$ cat src/rtl/dmem_arbiter.sv
// dmem_arbiter: two-requester arbiter in front of a single-port data memory.
// One access issues per cycle; the winner gets a one-cycle gnt pulse and the
// memory port (daddr/dwdata/dwe/dre) is loaded on the same edge. Read data
// returning one cycle after dre is routed to whichever requester issued it.
//
// Ports:
//   clk, reset                  clock, asynchronous active-low reset
//   m0_* / m1_*                 requester ports (req/addr/wdata/we in,
//                               gnt/rvalid/rdata out)
//   daddr, dwdata, dwe, dre     registered memory command
//   drdata                      memory read data
//
// Build option: define DMEM_ARB_RR_EN for round-robin tie-breaking; without
// it requester 0 wins every tie.
module dmem_arbiter #(
    parameter int unsigned AW = 32
) (
    input  logic          clk,
    input  logic          reset,
    input  logic          m0_req,
    input  logic [AW-1:0] m0_addr,
    input  logic [31:0]   m0_wdata,
    input  logic [3:0]    m0_we,
    output logic          m0_gnt,
    output logic          m0_rvalid,
    output logic [31:0]   m0_rdata,
    input  logic          m1_req,
    input  logic [AW-1:0] m1_addr,
    input  logic [31:0]   m1_wdata,
    input  logic [3:0]    m1_we,
    output logic          m1_gnt,
    output logic          m1_rvalid,
    output logic [31:0]   m1_rdata,
    output logic [AW-1:0] daddr,
    output logic [31:0]   dwdata,
    output logic [3:0]    dwe,
    output logic          dre,
    input  logic [31:0]   drdata
);

    localparam int unsigned DW  = 32;
    localparam int unsigned BEW = 4;

    logic           owner;
    logic           cand0_c;
    logic           cand1_c;
    logic           tie_to_m1_c;
    logic           win_any_c;
    logic           win_sel_c;
    logic [AW-1:0]  sel_addr_c;
    logic [DW-1:0]  sel_wdata_c;
    logic [BEW-1:0] sel_we_c;

`ifdef DMEM_ARB_RR_EN
    // Requester preferred on the next tie: the one not granted last.
    logic           rr_pref;
`endif

    // Candidate selection; a requester holding gnt this cycle is masked.
    always_comb begin
        cand0_c     = m0_req & ~m0_gnt;
        cand1_c     = m1_req & ~m1_gnt;
`ifdef DMEM_ARB_RR_EN
        tie_to_m1_c = rr_pref;
`else
        tie_to_m1_c = 1'b0;
`endif
        win_any_c   = cand0_c | cand1_c;
        win_sel_c   = cand1_c & (~cand0_c | tie_to_m1_c);
        sel_addr_c  = win_sel_c ? m1_addr  : m0_addr;
        sel_wdata_c = win_sel_c ? m1_wdata : m0_wdata;
        sel_we_c    = win_sel_c ? m1_we    : m0_we;
    end

    // Grant, memory command and read-return registers.
    always_ff @(posedge clk or negedge reset) begin
        if (!reset) begin
            m0_gnt    <= 1'b0;
            m1_gnt    <= 1'b0;
            m0_rvalid <= 1'b0;
            m1_rvalid <= 1'b0;
            m0_rdata  <= '0;
            m1_rdata  <= '0;
            daddr     <= '0;
            dwdata    <= '0;
            dwe       <= '0;
            dre       <= 1'b0;
            owner     <= 1'b0;
`ifdef DMEM_ARB_RR_EN
            rr_pref   <= 1'b0;
`endif
        end else begin
            m0_gnt <= win_any_c & ~win_sel_c;
            m1_gnt <= win_any_c &  win_sel_c;
            if (win_any_c) begin
                daddr  <= sel_addr_c;
                dwdata <= sel_wdata_c;
                dwe    <= sel_we_c;
                dre    <= (sel_we_c == BEW'(0));
                // Owner only tracks reads; writes leave it untouched.
                if (sel_we_c == BEW'(0)) begin
                    owner <= win_sel_c;
                end
`ifdef DMEM_ARB_RR_EN
                rr_pref <= ~win_sel_c;
`endif
            end else begin
                dwe <= '0;
                dre <= 1'b0;
            end
            // drdata belongs to the read issued in the previous cycle.
            m0_rvalid <= dre & ~owner;
            m1_rvalid <= dre &  owner;
            m0_rdata  <= (dre & ~owner) ? drdata : DW'(0);
            m1_rdata  <= (dre &  owner) ? drdata : DW'(0);
        end
    end

endmodule
$ cat config.mk
export PLATFORM = sky130hd
export DESIGN_NAME = dmem_arbiter
export DESIGN_NICKNAME = d
export VERILOG_FILES = /design/src/rtl/dmem_arbiter.sv
export SDC_FILE = /design/constraint.sdc
export NUM_CORES = 1
export LEC_CHECK = 0
export CAP_MARGIN = 25
export CORE_ASPECT_RATIO = 0.5
export CORE_MARGIN = 4
export CORE_UTILIZATION = 35
export CTS_CLUSTER_SIZE = 28
export DETAILED_ROUTE_END_ITERATION = 10
export PLACE_DENSITY = 0.77
export SYNTH_ARGS = -nofsm -noshare
export SYNTH_HDL_FRONTEND = slang
export SYNTH_SLANG_ARGS = --single-unit
$ cat constraint.sdc
create_clock -name clk -period 1 [get_ports clk]
set_input_delay 0.15 -clock clk [delete_from_list [all_inputs] [get_ports clk]]
set_output_delay 0.15 -clock clk [all_outputs]
set_load 0.005 [all_outputs]
**After elaboration in Yosys (flattened, before gate mapping)**

Index checks and enable logic that the tools add are counted.
W data, S select, Z words.

- Register bits after elaboration: 138
- Input port bits: 172
- Output and inout port bits: 137

- Mux-type cells: 7
- Bitwise operators: 13
- Reduce and logical (&&, ||, !) cells: 2

Operator list:

| cell | count |
|---|---|
| $mux W32 | 4 |
| $mux W4 | 2 |
| $and A1 B1 Y1 | 7 |
| $not A1 Y1 | 5 |
| $logic_not A4 Y1 | 1 |
| $reduce_and A2 Y1 | 1 |
| $mux W1 | 1 |
| $or A1 B1 Y1 | 1 |

**Longest topological paths before layout**

- Depth in word-level cells: 7
- Mapped depth: 6

**Worst setup path before layout**

OpenSTA, ideal clock, no wires.

- Path kind: register to register
- Start point: register m0_gnt
- End point: register owner
- Data arrival time: 1.020 ns
- Required time: 0.879 ns
- Setup slack: -0.141 ns
- Cell stages (with the launch flop): 6
- Buffers on the path: 2
- Clock period less this slack: 1.141 ns
- Cells stage by stage: dfrtp_1 -> nor2b_2 -> buf_6 -> buf_6 -> nand2_1 -> a22o_1

- Word-level cells in the longest chain between the ends: 7

Ends and longest elaborated chain:

| item | line | text |
|---|---|---|
| from (decl) | 24 | `output logic m0_gnt,` |
| from (signal assigned) | 93 | `m0_gnt <= win_any_c & ~win_sel_c;` |
| $not A1 Y1 (*) | 61 | `cand0_c = m0_req & ~m0_gnt;` |
| $and A1 B1 Y1 (*) | 61 |  |
| $not A1 Y1 | 69 | `win_sel_c = cand1_c & (~cand0_c \| tie_to_m1_c);` |
| $and A1 B1 Y1 | 69 |  |
| $mux W4 | 72 | `sel_we_c = win_sel_c ? m1_we : m0_we;` |
| $logic_not A4 Y1 | 101 | `if (sel_we_c == BEW'(0)) begin` |
| $reduce_and A2 Y1 (no line) | -- |  |
| to (signal assigned) | 102 | `owner <= win_sel_c;` |
| to (decl) | 44 | `logic owner;` |

Every way passes the cells marked *; elsewhere a longest branch is shown, timed or not.
A chain may end at the register's enable or synchronous reset.

**Worst setup path in the final report**

- Start point: register m1_gnt
- End point: register daddr[18]

- Word-level cells in the longest chain between the ends: 4

Ends and longest elaborated chain:

| item | line | text |
|---|---|---|
| from (decl) | 31 | `output logic m1_gnt,` |
| from (signal assigned) | 94 | `m1_gnt <= win_any_c & win_sel_c;` |
| $not A1 Y1 (*) | 62 | `cand1_c = m1_req & ~m1_gnt;` |
| $and A1 B1 Y1 (*) | 62 |  |
| $and A1 B1 Y1 | 69 |  |
| $mux W32 | 70 | `sel_addr_c = win_sel_c ? m1_addr : m0_addr;` |
| to (signal assigned) | 96 | `daddr <= sel_addr_c;` |
| to (decl) | 34 | `output logic [AW-1:0] daddr,` |

Marks and branches as above.

==> impl_results.md <==
- Status: finished with violations
- Failing checks: setup timing
- First-pass GRT wire length: 28.99 mm
- Placed insts: 950
- Reg clk slew, reported paths: 0.07 ns
- Synthesis-to-finish area growth: 79.56%
- Setup crit end kind: register
- Grt ovf: 0
- Most frequent cells in the layout: 170 x clkdlybuf4s50_1, 136 x dfrtp_1, 135 x buf_2
- Unrepaired setup endpoints after global routing: true
- Share of layout cells above drive strength 1: 39.29%
- Sequential area share after synthesis: 63.54%
- DRT Pass-1 Iters: 6
- Max Fclk: 798.3 MHz
- Placer Congestion: 0.8636
- Crit path kind: reg -> reg
- H-Tree Depth: 4
- Sequential Area: 3456 um2
- Area of the multi-input gates: 1972 um2
- Worst min path class: in -> async
- Die Span Y: 96.12 um
- Post-Syn Instances: 439
- Final std cells w/o fill: 1043
- Avg WL per Cell: 19.22 um
- Drc violations: 0
- Final setup viols: 268
- Peak supply drop: 0.001225 V
- Placed instance area: 8964 um2
- Final Hold Vio Count: 0
- Starting Density: 36.68%
- Syn nets: 611
- Clock tree buffer depth: 2
- Starting DRC count in detailed routing: 182
- Nets: 1004
- Largest net degree at the start of global routing: 35
- PortBufs: 308
- Crit path time final: 1.253 ns
- Worst EP arrival: 1.53 ns
- Worst EP required: 1.28 ns
- Worst-path fanout max: 15
- Antenna violations before repair: 0
- P_leak: 0.004986 uW
- Max Clock Skew: 0.009494 ns
- Ys Warns: 0
- Fillers: 1172
- Clock Latency Late Sink: 0.41 ns
- CTS tree: built
- Synth Register Bits: 138
- Power, Total: 15730 uW
- Row count: 31
- Post-DRT Antenna Nets: 0
- Vias in the first global route: 5128
- Final worst setup slack: -0.2526 ns
- Slew Limit Fails: 0
- N_diodes: 0
- Clock Sinks: 138
- Die Wd: 184.2 um
- PwrDens: 1612 nW/um2
- CTS buffer count: 17
- Ports: 309
- Final Instance Area: 9759 um2
- Period utilization: 125.3%
- Max Cap Viol: 0
- Std-Cell Core Area: 14820 um2
- GRT Total Usage: 21.52%
- Slew @ Worst Pin: 0.2631 ns
- Syn avg cell area: 12.38 um2
- Vias: 4865
- DP Wirelength: 14.10 mm
- Relative slew slack: 82.30%
- Die area: 17710 um2
- Root buffer cell: clkbuf_16
- Count of unique library cells instantiated by Yosys: 17
- Most common cell after layout, fill and taps aside: clkdlybuf4s50_1
- Vias per Instance: 4.664
- Cell Area, Synth: 5435 um2
- CP Launch Type: register
- Total Wirelength: 20.05 mm
[cell type report]
type	count	area share, %
flip-flops and latches	138	35.41
well taps	198	2.538
multi-input cells	271	20.21
repair buffers	404	35.90
clock buffers	18	4.397
clock inverters	14	1.551
[flip-flops by register name, summed over array words and instances (netlist names), 4 cells and up]
register  count
daddr        32
dwdata       32
dwe           4
m0_rdata     32
m1_rdata     32
[where the power goes]
part	total [uW]	switching, uW	internal (uW)
clock network	6290	2750	3550
registers	6260	249	6010
logic	3180	1290	1890
[Yosys cell counts]
master / n / area share, %
a21bo_1: 1 / 0.18
nor2b_2: 2 / 0.32
nor2_4: 1 / 0.21
clkbuf_1: 11 / 0.76
and3_1: 32 / 3.7
buf_6: 2 / 0.41
mux2i_1: 64 / 12
and2_1: 33 / 3.8
nor4_1: 2 / 0.23
o21ai_1: 64 / 5.9
a22o_1: 5 / 0.81
dfrtp_1: 138 / 64
buf_2: 5 / 0.46
nand2b_4: 1 / 0.25
nand2_1: 65 / 4.5
buf_12: 6 / 2.2
buf_4: 7 / 0.97
[routing by layer]
metal  vias up  global-route usage [%]  part of all wire [%]
li1       2283                       -                     -
met3        33                   4.681                   5.2
met1      2396                   24.69                    37
met4         0                   6.519                   2.1
met2       153                   40.78                    55
met5         -                       0                     0
[critical path, cell delays in order, from the launching register on]
cell      delay (ns)
dfrtp_1         0.37
nand2b_4        0.22
buf_12          0.19
mux2i_1         0.24
o21ai_1         0.10
[path summary, 6_finish.rpt]
check                                       startpoint                endpoint  slack (ns)  cells after the start
worst max register to register        m1_gnt$_DFF_PN0_   daddr[18]$_DFFE_PN0P_       -0.25                      4
worst min-delay path                             reset   dwdata[8]$_DFFE_PN0P_        0.16                      2
min in group clk                           m0_addr[14]   daddr[14]$_DFFE_PN0P_        0.28                      3
max in group asynchronous                        reset  m1_rdata[25]$_DFF_PN0_        0.33                      3
worst max-delay path                  m1_gnt$_DFF_PN0_   daddr[18]$_DFFE_PN0P_       -0.25                      4
worst min register to register  dwdata[28]$_DFFE_PN0P_  dwdata[28]$_DFFE_PN0P_        0.55                      2
[what timing repair did]
| item | CTS | global route |
|---|---|---|
| gates cloned | 5 | 1 |
| hold buffers | 1 | 0 |
| setup buffers | 32 | 24 |
| endpoints found under the setup margin | 271 | 261 |
| endpoints found under the hold margin | 138 | 0 |
| gates resized for setup | 589 | 45 |
| pin swaps | 20 | 0 |
[kinds of logic (layout without fill, tap and decap cells)]
logic type / Yosys count / after routing / synth area share, %
AO/OA/AOI/OAI: 70 / 70 / 6.883
multiplexers: 64 / 64 / 11.79
AND/OR/NAND/NOR: 136 / 137 / 12.98
flip-flops: 138 / 138 / 63.54
buffers and inverters: 31 / 436 / 4.811
[stage by stage]
step	worst slack (ns)	hold slack, ns	setup TNS, ns	utilization, %
final	-0.2526	0.1563	-26.34	65.87
after global routing	-0.3168	0.1876	-37.87	65.87
after CTS	-0.2433	0.1503	-26.83	63.22
after detailed placement	-0.4374	0.02626	-38.49	60.50
after global placement	-0.4027	0.02923	-37.27	60.50
after floorplan	-0.1366	-0.1456	-7.348	-
No activity file was read; power rests on OpenSTA's default activity.
